### src/rtl/perceptron_pkg.sv
// Shared definitions for the perceptron readout path.
// Provides default widths, the window FSM state encoding and a
// saturating increment helper used by the counters.
package perceptron_pkg;

    localparam int STATE_W_DEF = 8;
    localparam int WIN_W_DEF   = 8;
    localparam int CNT_W_DEF   = 6;

    typedef enum logic [1:0] {
        ST_IDLE = 2'd0,
        ST_RUN  = 2'd1,
        ST_DONE = 2'd2
    } win_state_t;

    // Increment that sticks at max_val instead of wrapping.
    function automatic logic [31:0] sat_inc(input logic [31:0] val, input logic [31:0] max_val);
        if (val >= max_val) begin
            return max_val;
        end else begin
            return val + 32'd1;
        end
    endfunction

endpackage

### src/rtl/spike_window_decoder_spike_edge_gap.sv
// Spike edge detector plus inter-spike gap tracking for one window.
// Ports:
//   clk, reset  - clock and asynchronous active-high reset
//   spike_in    - raw neuron spike level
//   start       - restart gap/min-gap tracking (window start)
//   active      - window is sampling this cycle
//   spike_edge  - 0->1 transition of spike_in this cycle (combinational)
//   min_gap     - smallest distance between consecutive edges so far,
//                 all-ones until two edges have been seen
module spike_edge_gap
    import perceptron_pkg::*;
#(
    parameter int WIN_W = WIN_W_DEF
) (
    input  logic             clk,
    input  logic             reset,
    input  logic             spike_in,
    input  logic             start,
    input  logic             active,
    output logic             spike_edge,
    output logic [WIN_W-1:0] min_gap
);

    localparam logic [WIN_W-1:0] GAP_MAX  = {WIN_W{1'b1}};
    localparam logic [WIN_W-1:0] GAP_ZERO = {WIN_W{1'b0}};

    logic             spike_prev_r;
    logic             seen_spike_r;
    logic [WIN_W-1:0] gap_r;
    logic [WIN_W-1:0] min_gap_r;
    logic             spike_edge_s;
    logic [WIN_W-1:0] gap_inc_s;
    logic [WIN_W-1:0] gap_next_s;
    logic [WIN_W-1:0] min_gap_next_s;

    assign spike_edge_s = spike_in & ~spike_prev_r;
    assign spike_edge   = spike_edge_s;
    assign min_gap      = min_gap_r;
    // gap counts cycles since the last edge minus one, so gap+1 is the distance
    assign gap_inc_s    = WIN_W'(sat_inc(32'(gap_r), 32'(GAP_MAX)));

    // Next gap and min-gap values for an active sampling cycle
    always_comb begin
        gap_next_s     = gap_r;
        min_gap_next_s = min_gap_r;
        if (spike_edge_s) begin
            gap_next_s = GAP_ZERO;
            if (seen_spike_r && (gap_inc_s < min_gap_r)) begin
                min_gap_next_s = gap_inc_s;
            end else begin
                min_gap_next_s = min_gap_r;
            end
        end else begin
            min_gap_next_s = min_gap_r;
            if (seen_spike_r) begin
                gap_next_s = gap_inc_s;
            end else begin
                gap_next_s = gap_r;
            end
        end
    end

    // Previous spike level, tracked in every state so DONE cycles still update it
    always_ff @(posedge clk or posedge reset) begin
        if (reset) begin
            spike_prev_r <= 1'b0;
        end else begin
            spike_prev_r <= spike_in;
        end
    end

    // Gap counter and min-gap tracker
    always_ff @(posedge clk or posedge reset) begin
        if (reset) begin
            gap_r        <= GAP_ZERO;
            min_gap_r    <= GAP_MAX;
            seen_spike_r <= 1'b0;
        end else if (start) begin
            gap_r        <= GAP_ZERO;
            min_gap_r    <= GAP_MAX;
            seen_spike_r <= 1'b0;
        end else if (active) begin
            gap_r        <= gap_next_s;
            min_gap_r    <= min_gap_next_s;
            seen_spike_r <= seen_spike_r | spike_edge_s;
        end else begin
            gap_r        <= gap_r;
            min_gap_r    <= min_gap_r;
            seen_spike_r <= seen_spike_r;
        end
    end

endmodule

### src/rtl/spike_window_decoder.sv
// Reduces the neuron spike/membrane streams to per-window statistics.
// Ports:
//   clk, reset   - clock and asynchronous active-high reset
//   en           - keep running windows back-to-back; 0 = stop after current
//   win_len      - window length (0 treated as 1), sampled at window start
//   spike_in     - neuron spike level; rising edge counts as a spike
//   state_in     - neuron membrane state, unsigned
//   res_*        - result on a valid/ready handshake: count, peak state,
//                  minimum inter-spike gap, overrun flag
//   busy         - window currently sampling
// A window of N cycles is followed by one DONE cycle that commits the
// result; spikes during that cycle are not counted.
module spike_window_decoder
    import perceptron_pkg::*;
#(
    parameter int WIN_W   = WIN_W_DEF,
    parameter int CNT_W   = CNT_W_DEF,
    parameter int STATE_W = STATE_W_DEF
) (
    input  logic               clk,
    input  logic               reset,
    input  logic               en,
    input  logic [WIN_W-1:0]   win_len,
    input  logic               spike_in,
    input  logic [STATE_W-1:0] state_in,
    output logic               res_valid,
    input  logic               res_ready,
    output logic [CNT_W-1:0]   res_count,
    output logic [STATE_W-1:0] res_peak,
    output logic [WIN_W-1:0]   res_min_gap,
    output logic               res_overrun,
    output logic               busy
);

    localparam logic [WIN_W-1:0]   WIN_ZERO  = {WIN_W{1'b0}};
    localparam logic [WIN_W-1:0]   WIN_ONE   = {{(WIN_W-1){1'b0}}, 1'b1};
    localparam logic [WIN_W-1:0]   WIN_ONES  = {WIN_W{1'b1}};
    localparam logic [CNT_W-1:0]   CNT_ZERO  = {CNT_W{1'b0}};
    localparam logic [CNT_W-1:0]   CNT_MAX   = {CNT_W{1'b1}};
    localparam logic [STATE_W-1:0] PEAK_ZERO = {STATE_W{1'b0}};

    win_state_t         state_r;
    win_state_t         next_state_s;
    logic [WIN_W-1:0]   len_r;
    logic [WIN_W-1:0]   cyc_r;
    logic [CNT_W-1:0]   cnt_r;
    logic [STATE_W-1:0] peak_r;
    logic               res_valid_r;
    logic               res_overrun_r;
    logic [CNT_W-1:0]   res_count_r;
    logic [STATE_W-1:0] res_peak_r;
    logic [WIN_W-1:0]   res_min_gap_r;
    logic               busy_r;

    logic               start_s;
    logic               commit_s;
    logic               run_s;
    logic               last_cyc_s;
    logic               accept_s;
    logic               spike_edge_s;
    logic [WIN_W-1:0]   min_gap_s;
    logic [WIN_W-1:0]   len_sel_s;
    logic [CNT_W-1:0]   cnt_inc_s;

    assign last_cyc_s = (cyc_r == (len_r - WIN_ONE));
    assign accept_s   = res_valid_r & res_ready;
    assign len_sel_s  = (win_len == WIN_ZERO) ? WIN_ONE : win_len;
    assign cnt_inc_s  = CNT_W'(sat_inc(32'(cnt_r), 32'(CNT_MAX)));

    spike_edge_gap #(
        .WIN_W (WIN_W)
    ) u_edge_gap (
        .clk        (clk),
        .reset      (reset),
        .spike_in   (spike_in),
        .start      (start_s),
        .active     (run_s),
        .spike_edge (spike_edge_s),
        .min_gap    (min_gap_s)
    );

    // FSM state register
    always_ff @(posedge clk or posedge reset) begin
        if (reset) begin
            state_r <= ST_IDLE;
        end else begin
            state_r <= next_state_s;
        end
    end

    // FSM next-state logic
    always_comb begin
        next_state_s = state_r;
        case (state_r)
            ST_IDLE: next_state_s = en ? ST_RUN : ST_IDLE;
            ST_RUN:  next_state_s = last_cyc_s ? ST_DONE : ST_RUN;
            ST_DONE: next_state_s = en ? ST_RUN : ST_IDLE;
            default: next_state_s = ST_IDLE;
        endcase
    end

    // FSM decoded controls; start fires on the edge that enters RUN
    always_comb begin
        run_s    = (state_r == ST_RUN);
        commit_s = (state_r == ST_DONE);
        if ((state_r != ST_RUN) && (next_state_s == ST_RUN)) begin
            start_s = 1'b1;
        end else begin
            start_s = 1'b0;
        end
    end

    // Window length latch, cycle counter, spike count and peak tracker
    always_ff @(posedge clk or posedge reset) begin
        if (reset) begin
            len_r  <= WIN_ONE;
            cyc_r  <= WIN_ZERO;
            cnt_r  <= CNT_ZERO;
            peak_r <= PEAK_ZERO;
        end else if (start_s) begin
            len_r  <= len_sel_s;
            cyc_r  <= WIN_ZERO;
            cnt_r  <= CNT_ZERO;
            peak_r <= PEAK_ZERO;
        end else if (run_s) begin
            len_r  <= len_r;
            cyc_r  <= cyc_r + WIN_ONE;
            cnt_r  <= spike_edge_s ? cnt_inc_s : cnt_r;
            peak_r <= (state_in > peak_r) ? state_in : peak_r;
        end else begin
            len_r  <= len_r;
            cyc_r  <= cyc_r;
            cnt_r  <= cnt_r;
            peak_r <= peak_r;
        end
    end

    // Result registers and valid/ready handshake
    always_ff @(posedge clk or posedge reset) begin
        if (reset) begin
            res_valid_r   <= 1'b0;
            res_overrun_r <= 1'b0;
            res_count_r   <= CNT_ZERO;
            res_peak_r    <= PEAK_ZERO;
            res_min_gap_r <= WIN_ONES;
        end else if (commit_s) begin
            // an unaccepted result being replaced is an overrun; a same-cycle accept is not
            res_valid_r   <= 1'b1;
            res_overrun_r <= res_valid_r & ~res_ready;
            res_count_r   <= cnt_r;
            res_peak_r    <= peak_r;
            res_min_gap_r <= min_gap_s;
        end else if (accept_s) begin
            res_valid_r   <= 1'b0;
            res_overrun_r <= 1'b0;
            res_count_r   <= res_count_r;
            res_peak_r    <= res_peak_r;
            res_min_gap_r <= res_min_gap_r;
        end else begin
            res_valid_r   <= res_valid_r;
            res_overrun_r <= res_overrun_r;
            res_count_r   <= res_count_r;
            res_peak_r    <= res_peak_r;
            res_min_gap_r <= res_min_gap_r;
        end
    end

    // Busy flag registered from the state being entered
    always_ff @(posedge clk or posedge reset) begin
        if (reset) begin
            busy_r <= 1'b0;
        end else begin
            busy_r <= (next_state_s == ST_RUN);
        end
    end

    assign res_valid   = res_valid_r;
    assign res_overrun = res_overrun_r;
    assign res_count   = res_count_r;
    assign res_peak    = res_peak_r;
    assign res_min_gap = res_min_gap_r;
    assign busy        = busy_r;

endmodule

### config.mk
export PLATFORM = sky130hd
export DESIGN_NAME = spike_window_decoder
export DESIGN_NICKNAME = d
export VERILOG_FILES = /design/src/rtl/perceptron_pkg.sv /design/src/rtl/spike_window_decoder_spike_edge_gap.sv /design/src/rtl/spike_window_decoder.sv
export SDC_FILE = /design/constraint.sdc
export NUM_CORES = 1
export LEC_CHECK = 0
export ABC_AREA = 1
export BUFFER_PORTS_ARGS = -buffer_cell sky130_fd_sc_hd__buf_2
export CAP_MARGIN = 20
export CORE_MARGIN = 2
export CORE_UTILIZATION = 50
export DETAILED_ROUTE_END_ITERATION = 10
export GPL_TIMING_DRIVEN = 0
export PLACE_DENSITY_LB_ADDON = 0.25
export SYNTH_ARGS = -nofsm -noshare
export SYNTH_HDL_FRONTEND = slang
export SYNTH_SLANG_ARGS = --single-unit
### constraint.sdc
create_clock -name clk -period 3.4 [get_ports clk]
set_clock_uncertainty 0.1 [all_clocks]
set_input_delay 0.68 -clock clk [delete_from_list [all_inputs] [get_ports clk]]
set_output_delay 0.68 -clock clk [all_outputs]
set_load 0.01 [all_outputs]
==> flow_metrics.env, run 1 <==
export IMPL_status="complete, no violations"
export IMPL_grt_overflow_total=0
export IMPL_port_buffers=45
export IMPL_crit_buf_inv=2
export IMPL_start_util_pct=52.2
export IMPL_first_global_vias=3044
export IMPL_syn_area_per_cell_um2=8.47
export IMPL_cts_resized_gates=0
export IMPL_critical_path_class="register to register"
export IMPL_post_route_min_period_ns=2.48
export IMPL_core_um2=7330
export IMPL_die_h_um=91.5
export IMPL_total_power_w=0.00250
export IMPL_final_cell_area_um2=4400
export IMPL_reg2reg_depth=14
export IMPL_internal_power_w=0.00164
export IMPL_drc=0
export IMPL_dp_hpwl_um=5850
export IMPL_cts_tree="built"
export IMPL_drtPass1Iterations=6
export IMPL_ys_async_sr_fraction_pct=100
export IMPL_maxCapViolCount=0
export IMPL_slew_headroom_pct=61.8
export IMPL_row_count=31
export IMPL_yosysMostFrequentCell="nand2_1"
export IMPL_cp_max_fo=9
export IMPL_critPathCaptureType="register"
export IMPL_vias_per_cell=5.18
export IMPL_clk_pin_slew_ns=0.08
export IMPL_clockPowerShare_pct=27.9
export IMPL_dr_first_iter_drc_count=129
export IMPL_grt_antenna_before_repair=0
export IMPL_synth_edf_count=0
export IMPL_arrival_ns=2.63
export IMPL_final_util_pct=60.1
export IMPL_max_stage_delay_ns=0.40
export IMPL_cpLargestDelayFamily="simple AND/OR/NAND/NOR gates"
export IMPL_syn_num_nets=492
export IMPL_syn_area_um2=3830
export IMPL_p_per_area_nw_per_um2=567
export IMPL_die_w_um=91.5
export IMPL_drt_wirelength_per_cell_um=12.9
export IMPL_p_seq_share_pct=44.3
export IMPL_areaGrowthSynthToFinish_pct=15.0
export IMPL_antenna_cells=0
export IMPL_ant_nets=0
export IMPL_nets=549
export IMPL_clock_latency_ns=0.34
export IMPL_cp_start_kind="register"
export IMPL_drt_total_wl_um=7920
export IMPL_path_cells="ha_1 > nand2_1 > nor2_2 > inv_1 > nor2_1 > o21ai_0 > o21ai_0 > ha_1 > nand4_1 > and3_1 > buf_6 > nand2_4 > nand2_1 > nand3_1"
export IMPL_cts_hold_buf=0
export IMPL_ys_top_cells_by_area="dfrtp_1 38%, dfstp_2 12%, nand2_1 9.8%"
export IMPL_vias=3174
export IMPL_clock_root_buffer="clkbuf_8"
export IMPL_grt_pass1_wl_um=14000
export IMPL_hold_class="input port to async pin"
export IMPL_detailedPlace_worstSlack_ns=0.927
export IMPL_track_usage_pct=20.6
export IMPL_required_ns=3.55
export IMPL_cts_sinks=75
export IMPL_slew_viol_final=0
export IMPL_p_comb_share_pct=27.8
export IMPL_ir_drop_v=0.000228
export IMPL_post_cts_buffers=0
export IMPL_synth_top_area_share_pct=37.9
export IMPL_r2r_slack_ns=0.92
export IMPL_fmaxAchievable_mhz=403
export IMPL_synth_top_cells_by_count="100 x nand2_1, 64 x inv_1, 58 x dfrtp_1"
export IMPL_leakage_nw=2.25
export IMPL_dpl_cell_area_um2=4200
export IMPL_cts_path_max_buffers=2
export IMPL_synth_seq_cells=75
export IMPL_setup_viol=0
export IMPL_finalHoldViolations=0
export IMPL_post_route_period_util_pct=73.0
export IMPL_reg2reg_from="u_edge_gap.gap_r[0]"
export IMPL_htreeDepth=3
export IMPL_gp_congestion=0.837
export IMPL_synth_warnings=0
export IMPL_rsz0062_at_grt="no"
export IMPL_setup_ws_ns=0.919
export IMPL_dieArea_um2=8370
export IMPL_worst_slew_pin_slew_ns=0.573
export IMPL_p_switching_w=0.000860
export IMPL_r2r_end="u_edge_gap.min_gap[0]"
export IMPL_num_io_pins=46
export IMPL_drive_above_1_share_pct=19.3
export IMPL_synth_cells=452
export IMPL_synth_ff_type="dfrtp_1"
export IMPL_synth_seq_area_share_pct=49.6
export IMPL_yosysTopAreaCell="dfrtp_1"
export IMPL_grt_max_degree=42
export IMPL_cts_made_buffers=9
export IMPL_switching_share_pct=34.4
export IMPL_crit_slowest_cell="dfrtp_1"
export IMPL_synth_cell_type_count=36
==> final cells by class <==
type	instances	area, um^2
Timing Repair Buffer	46	245
Fill cell	658	2930
Clock buffer	11	141
Multi-Input combinational cell	299	1630
Inverter	68	258
Buffer	10	47.5
Clock inverter	5	62.6
Tap cell	99	124
Sequential cell	75	1900
==> sequential cells by signal (all words and copies together), names as in the netlist, 8 cells and up <==
register	flops
res_peak	8
peak_r	8
u_edge_gap.gap_r	8
cyc_r	8
len_r	8
u_edge_gap.min_gap	8
res_min_gap	8
==> cells in the final DEF (no fill, tap or decap), types with 6 or more instances in the layout <==
cell type	instances
a21oi_1	14
buf_2	47
clkbuf_1	7
clkbuf_8	10
dfrtp_1	58
dfstp_2	17
ha_1	19
inv_1	63
nand2_1	100
nand3_1	43
nand4_1	6
nor2_1	23
nor3_1	6
o21ai_0	36
o22ai_1	16
==> kinds of logic after synthesis <==
group | share of synthesized area [%]
XOR/XNOR | 2.29
AND/OR/NAND/NOR | 23.1
multiplexers | 0.588
flip-flops | 49.6
AO/OA/AOI/OAI | 10.3
adder cells (fa/ha/maj) | 6.21
buffers and inverters | 7.91
==> through the flow <==
step                      hold WS, ns  std cells  TNS (ns)
final                           0.240        613         0
after floorplan                 0.353        452         0
after global placement          0.361        596     -9.71
after CTS                       0.253        613         0
after global routing            0.275        613         0
after detailed placement        0.368        597         0
==> power by group through the flow <==
stage	registers [W]	logic (W)	clock network [W]
after CTS	0.00111	0.000699	0.000715
final	0.00111	0.000695	0.000697
after global routing	0.00112	0.000807	0.000758
after detailed placement	0.00112	0.000694	0
after global placement	0.00112	0.000668	0
after floorplan	0.00110	0.000548	0
==> worst register-to-register path: stages (launching register included) <==
cell and delay [ns]:
dfrtp_1 0.40, ha_1 0.18, nand2_1 0.08, nor2_2 0.14, inv_1 0.07, nor2_1 0.13, o21ai_0 0.11, o21ai_0 0.18
ha_1 0.34, nand4_1 0.10, and3_1 0.19, buf_6 0.15, nand2_4 0.09, nand2_1 0.07, nand3_1 0.06
==> how the worst max path moves through the flow <==
stage | end | cells after the start | start
after CTS | u_edge_gap.min_gap[0] | 14 | u_edge_gap.gap_r[0]
after floorplan | busy | 1 | reset
after global placement | u_edge_gap.gap_r[1] | 2 | reset
final | u_edge_gap.min_gap[0] | 14 | u_edge_gap.gap_r[0]
after detailed placement | u_edge_gap.min_gap[3] | 14 | u_edge_gap.gap_r[0]
after global routing | u_edge_gap.min_gap[5] | 14 | u_edge_gap.gap_r[0]
==> layer usage <==
metal	global-route usage, %	share of wire (%)
met4	8.71	1.4
met3	3.24	3.4
met2	32.6	47
met5	0	0
met1	28.1	48
Power figures use the tool's default switching activity.
==> run 2, diff against run 1 <==
clock period = 2 ns   (was 3.4 ns; I/O delays follow)
==> run 2 against run 1 <==
  * The flow now finishes with violations (setup timing)
  * Setup slack worse by 1.2 ns
  * Worst hold slack got worse by 0.19 ns
  * Cell count up 3.6%
  * Design area is 7.6% higher
  * Critical endpoint is now u_edge_gap.min_gap[1]
==> flow_metrics.env, run 2 (same netlist as run 1, synthesis figures left out) <==
export IMPL_die_h_um=91.5
export IMPL_hold_class="input port to async pin"
export IMPL_fmaxAchievable_mhz=438
export IMPL_most_common_layout_cells="95 x nand2_1, 59 x inv_1, 58 x dfrtp_1"
export IMPL_dieArea_um2=8370
export IMPL_ant_nets=0
export IMPL_arrival_ns=2.45
export IMPL_cts_sinks=75
export IMPL_track_usage_pct=21.4
export IMPL_worst_slew_pin_slew_ns=0.733
export IMPL_grt_max_degree=44
export IMPL_core_um2=7330
export IMPL_clock_root_buffer="clkbuf_8"
export IMPL_slew_headroom_pct=51.1
export IMPL_grt_pass1_wl_um=14400
export IMPL_cts_path_max_buffers=2
export IMPL_clk_pin_slew_ns=0.09
export IMPL_grt_overflow_total=0
export IMPL_status="complete, but fails checks"
export IMPL_detailedPlace_worstSlack_ns=-0.411
export IMPL_dp_hpwl_um=5920
export IMPL_drt_total_wl_um=8680
export IMPL_crit_buf_inv=2
export IMPL_use_met2_pct=35.8
export IMPL_finalHoldViolations=0
export IMPL_cpLargestDelayFamily="simple AND/OR/NAND/NOR gates"
export IMPL_max_stage_delay_ns=0.42
export IMPL_ir_drop_v=0.000645
export IMPL_maxCapViolCount=0
export IMPL_dpl_cell_area_um2=4240
export IMPL_vias=3325
export IMPL_drt_wirelength_per_cell_um=13.7
export IMPL_clock_latency_ns=0.35
export IMPL_crit_slowest_cell="dfrtp_1"
export IMPL_drc=0
export IMPL_cts_made_buffers=9
export IMPL_row_count=31
export IMPL_start_util_pct=52.2
export IMPL_setup_ws_ns=-0.285
export IMPL_rsz0062_at_grt="yes"
export IMPL_setup_tns_final_ns=-2.14
export IMPL_htreeDepth=3
export IMPL_top_usage_layer="met2"
export IMPL_violations="setup timing"
export IMPL_nets=571
export IMPL_port_buffers=45
export IMPL_num_io_pins=46
export IMPL_dr_first_iter_drc_count=126
export IMPL_critical_path_class="register to register"
export IMPL_cts_tree="built"
export IMPL_required_ns=2.16
export IMPL_mostFrequentLayoutCell="nand2_1"
export IMPL_critPathCaptureType="register"
export IMPL_drtPass1Iterations=5
export IMPL_cp_max_fo=8
export IMPL_gp_congestion=0.861
export IMPL_drive_above_1_share_pct=28.4
export IMPL_vias_per_cell=5.24
export IMPL_leakage_nw=2.42
export IMPL_die_w_um=91.5
export IMPL_final_cell_area_um2=4740
export IMPL_use_met1_pct=27.5
export IMPL_use_met3_pct=3.65
export IMPL_path_cells="ha_2 > nand2_2 > nor2_4 > inv_2 > nor2_4 > o21ai_2 > ha_4 > nand2_2 > nand3b_1 > nor2_1 > and3_4 > buf_6 > nand2_8 > nand2_1 > nand3_1"
export IMPL_antenna_cells=0
export IMPL_post_route_min_period_ns=2.28
export IMPL_p_per_area_nw_per_um2=967
export IMPL_first_global_vias=3213
export IMPL_post_route_period_util_pct=114
export IMPL_slew_viol_final=0
export IMPL_cp_start_kind="register"
export IMPL_setup_viol=8
export IMPL_areaGrowthSynthToFinish_pct=23.8
export IMPL_final_util_pct=64.6
export IMPL_grt_antenna_before_repair=0
run 2: path summary, 6_finish.rpt:
kind	start	end	slack, ns	cells past startpoint
setup / recovery	u_edge_gap.gap_r[0]	u_edge_gap.min_gap[1]	-0.28	15
hold / removal	reset	peak_r[7]	0.05	2
setup reg to reg	u_edge_gap.gap_r[0]	u_edge_gap.min_gap[1]	-0.28	15
hold reg to reg	u_edge_gap.min_gap[7]	u_edge_gap.min_gap[7]	0.38	2
max in group asynchronous	reset	u_edge_gap.min_gap[6]	1.04	3
min in group clk	spike_in	u_edge_gap.spike_prev_r	0.08	1
run 2: cell type report:
class	count	area, um^2
clock inverters	6	70.1
inverters	68	262
clock buffers	10	138
repair buffers	67	400
flip-flops and latches	75	1900
plain buffers	10	47.5
well taps	99	124
multi-input cells	300	1800
fillers	593	2590
run 2: timing repair:
item	4_1_cts	5_1_grt
buffers inserted	7	13
pin swaps	14	10
hold buffers	0	0
gates cloned	2	0
resized for setup	14	19
endpoints found under the setup margin	10	18
run 2: power by group:
part / switching (W) / internal (W)
Clock: 0.000601 / 0.000626
Combinational: 0.000874 / 0.000591
Sequential: 0.000148 / 0.00174
Total: 0.00162 / 0.00296
run 2: stage by stage:
| stage | std cells | hold WS [ns] | total power, W |
|---|---|---|---|
| after CTS | 622 | 0.0647 | 0.00449 |
| after floorplan | 452 | 0.331 | 0.00283 |
| after detailed placement | 597 | 0.368 | 0.00311 |
| final | 635 | 0.0544 | 0.00458 |
| after global routing | 635 | 0.0772 | 0.00489 |
| after global placement | 596 | 0.361 | 0.00305 |
run 2: worst register-to-register path: stages (launching register included):
cell	delay, ns
dfrtp_1	0.42
ha_2	0.22
nand2_2	0.08
nor2_4	0.14
inv_2	0.07
nor2_4	0.13
o21ai_2	0.10
ha_4	0.17
nand2_2	0.05
nand3b_1	0.08
nor2_1	0.11
and3_4	0.20
buf_6	0.13
nand2_8	0.07
nand2_1	0.07
nand3_1	0.07
run 2: routing by layer:
layer / wire length (um) / part of all wire (%)
met4: 161 / 1.9
met5: 0 / 0
met3: 258 / 3.0
met2: 4250 / 49
met1: 4010 / 46
==> run 3, diff against run 2 <==
CELL_PAD_IN_SITES_DETAIL_PLACEMENT = 1   (was not set)
CELL_PAD_IN_SITES_GLOBAL_PLACEMENT = 1   (was not set)
CORE_MARGIN = not set   (was 2)
CORE_UTILIZATION = 39   (was 50)
==> run 3 against run 2 <==
  * The flow still finishes with violations (setup timing)
  * Setup slack worse by 0.076 ns
  * Clock power up 8%
  * Combinational power grew 14%
  * Sequential cell count is the same
  * Sequential power is essentially flat
  * Global-route usage grew 0.91 points
  * Critical path depth down 1
==> flow_metrics.env, run 3 (same netlist as run 1, synthesis figures left out) <==
export IMPL_status="complete, but fails checks"
export IMPL_violations="setup timing"
export IMPL_drt_total_wl_um=10400
export IMPL_dr_first_iter_drc_count=122
export IMPL_hold_class="input port to async pin"
export IMPL_maxCapViolCount=0
export IMPL_worst_slew_pin_slew_ns=0.782
export IMPL_fill_cells=1157
export IMPL_path_cells="nand3_2 > nor3_4 > buf_4 > nand4_1 > nand3_4 > ha_4 > nand2_2 > nand3b_1 > nor2_1 > and3_4 > buf_6 > nand2_8 > nand2_1 > nand3_1"
export IMPL_multi_input_area_um2=1800
export IMPL_ant_nets=0
export IMPL_p_per_area_nw_per_um2=1020
export IMPL_setup_viol=10
export IMPL_p_comb_share_pct=34.3
export IMPL_m1WireLength_um=4780
export IMPL_regArea_um2=1900
export IMPL_rsz0062_at_grt="yes"
export IMPL_required_ns=2.16
export IMPL_final_util_pct=51.5
export IMPL_finalHoldViolations=0
export IMPL_timing_hold_ws_ns=0.0616
export IMPL_leakage_nw=2.44
export IMPL_mostFrequentLayoutCell="nand2_1"
export IMPL_slew_headroom_pct=47.8
export IMPL_critPathCaptureType="register"
export IMPL_drt_wirelength_per_cell_um=15.6
export IMPL_cts_hold_buf=0
export IMPL_most_common_layout_cells="98 x nand2_1, 61 x inv_1, 57 x dfrtp_1"
export IMPL_cts_tree="built"
export IMPL_dp_hpwl_um=7080
export IMPL_critical_path_class="register to register"
export IMPL_vias_per_cell=5.04
export IMPL_crit_slowest_cell="dfrtp_1"
export IMPL_cts_path_max_buffers=2
export IMPL_cp_start_kind="register"
export IMPL_cp_max_fo=8
export IMPL_dp_cells=627
export IMPL_slew_viol_final=0
export IMPL_gp_congestion=0.770
export IMPL_fmaxAchievable_mhz=424
export IMPL_wl_met3_um=250
export IMPL_grt_pass1_wl_um=17500
export IMPL_die_w_um=101
export IMPL_port_buffers=45
export IMPL_row_count=35
export IMPL_post_route_period_util_pct=118
export IMPL_ir_drop_v=0.000470
export IMPL_core_um2=9370
export IMPL_drc=0
export IMPL_antenna_cells=0
export IMPL_nets=574
export IMPL_drive_above_1_share_pct=28.0
export IMPL_track_usage_pct=22.3
export IMPL_grt_max_degree=43
export IMPL_top_layer_used="met4"
export IMPL_cts_made_buffers=9
export IMPL_clock_latency_ns=0.36
export IMPL_drtPass1Iterations=4
export IMPL_setup_ws_ns=-0.361
export IMPL_max_stage_delay_ns=0.45
export IMPL_htreeDepth=3
export IMPL_clock_root_buffer="clkbuf_8"
export IMPL_cts_sinks=75
export IMPL_num_io_pins=46
export IMPL_p_switching_w=0.00178
export IMPL_wl_met2_um=5190
export IMPL_vias=3364
export IMPL_arrival_ns=2.52
export IMPL_internal_power_w=0.00313
export IMPL_stdcell_count=668
export IMPL_grt_overflow_total=0
export IMPL_start_util_pct=40.8
export IMPL_clk_pin_slew_ns=0.09
export IMPL_die_h_um=101
export IMPL_p_seq_share_pct=38.6
export IMPL_post_route_min_period_ns=2.36
export IMPL_clockPowerShare_pct=27.1
export IMPL_grt_antenna_before_repair=0
export IMPL_switching_share_pct=36.2
export IMPL_areaGrowthSynthToFinish_pct=26.0
export IMPL_dieArea_um2=10200
export IMPL_first_global_vias=3553
export IMPL_setup_tns_final_ns=-2.85
## run 3: area by class of cell
cell class                 count  share of cell area (%)
sequential                    75                    39.4
multi-input combinational    300                    37.4
timing repair buffer          70                    8.85
inverter                      68                    5.47
tap                          129                    3.35
clock buffer                   9                    2.57
clock inverter                 7                    2.05
buffer                        10                   0.986
## run 3: layer usage
metal | up-vias | global-route usage [%]
li1 | 1654 | -
met1 | 1650 | 28.2
met2 | 46 | 38.5
met3 | 14 | 2.98
met4 | 0 | 8.92
met5 | - | 0
## run 3: worst paths after layout
kind	from	to	slack (ns)	cells after the start
max	u_edge_gap.gap_r[1]	u_edge_gap.min_gap[5]	-0.36	14
min	reset	peak_r[5]	0.06	2
max reg2reg	u_edge_gap.gap_r[1]	u_edge_gap.min_gap[5]	-0.36	14
min reg2reg	res_peak[4]	res_peak[4]	0.39	2
max in group asynchronous	reset	u_edge_gap.min_gap[2]	1.02	3
min in group clk	spike_in	u_edge_gap.spike_prev_r	0.06	1
## run 3: per-stage QoR
step	instance area, um^2	total power [W]	worst slack [ns]
floorplan	3870	0.00283	-0.119
global placement	4250	0.00309	-0.398
detailed placement	4270	0.00318	-0.518
CTS	4750	0.00482	-0.268
global route	4820	0.00524	-0.474
finish	4820	0.00491	-0.361
## run 3: timing repair
item                       4_1_cts  5_1_grt
gates resized for setup         21       10
cloned                           2        0
setup buffers                   19        4
hold endpoints to repair         0        0
pin swaps                        7        3
setup endpoints to repair       17       20
## run 3: worst max-delay path: cells and delay by family (launching register included)
family                     cells  cell delay (ns)
adders and majority gates      1             0.22
buffers and inverters          2             0.28
and+or+nand+nor               11             1.21
DFF                            1             0.45
## run 3: power by group through the flow
| stage | Combinational, W | Clock [W] | Sequential (W) |
|---|---|---|---|
| finish | 0.00168 | 0.00133 | 0.00189 |
| global route | 0.00189 | 0.00143 | 0.00192 |
| CTS | 0.00160 | 0.00135 | 0.00188 |
| detailed placement | 0.00127 | 0 | 0.00191 |
| global placement | 0.00119 | 0 | 0.00190 |
| floorplan | 0.000958 | 0 | 0.00187 |
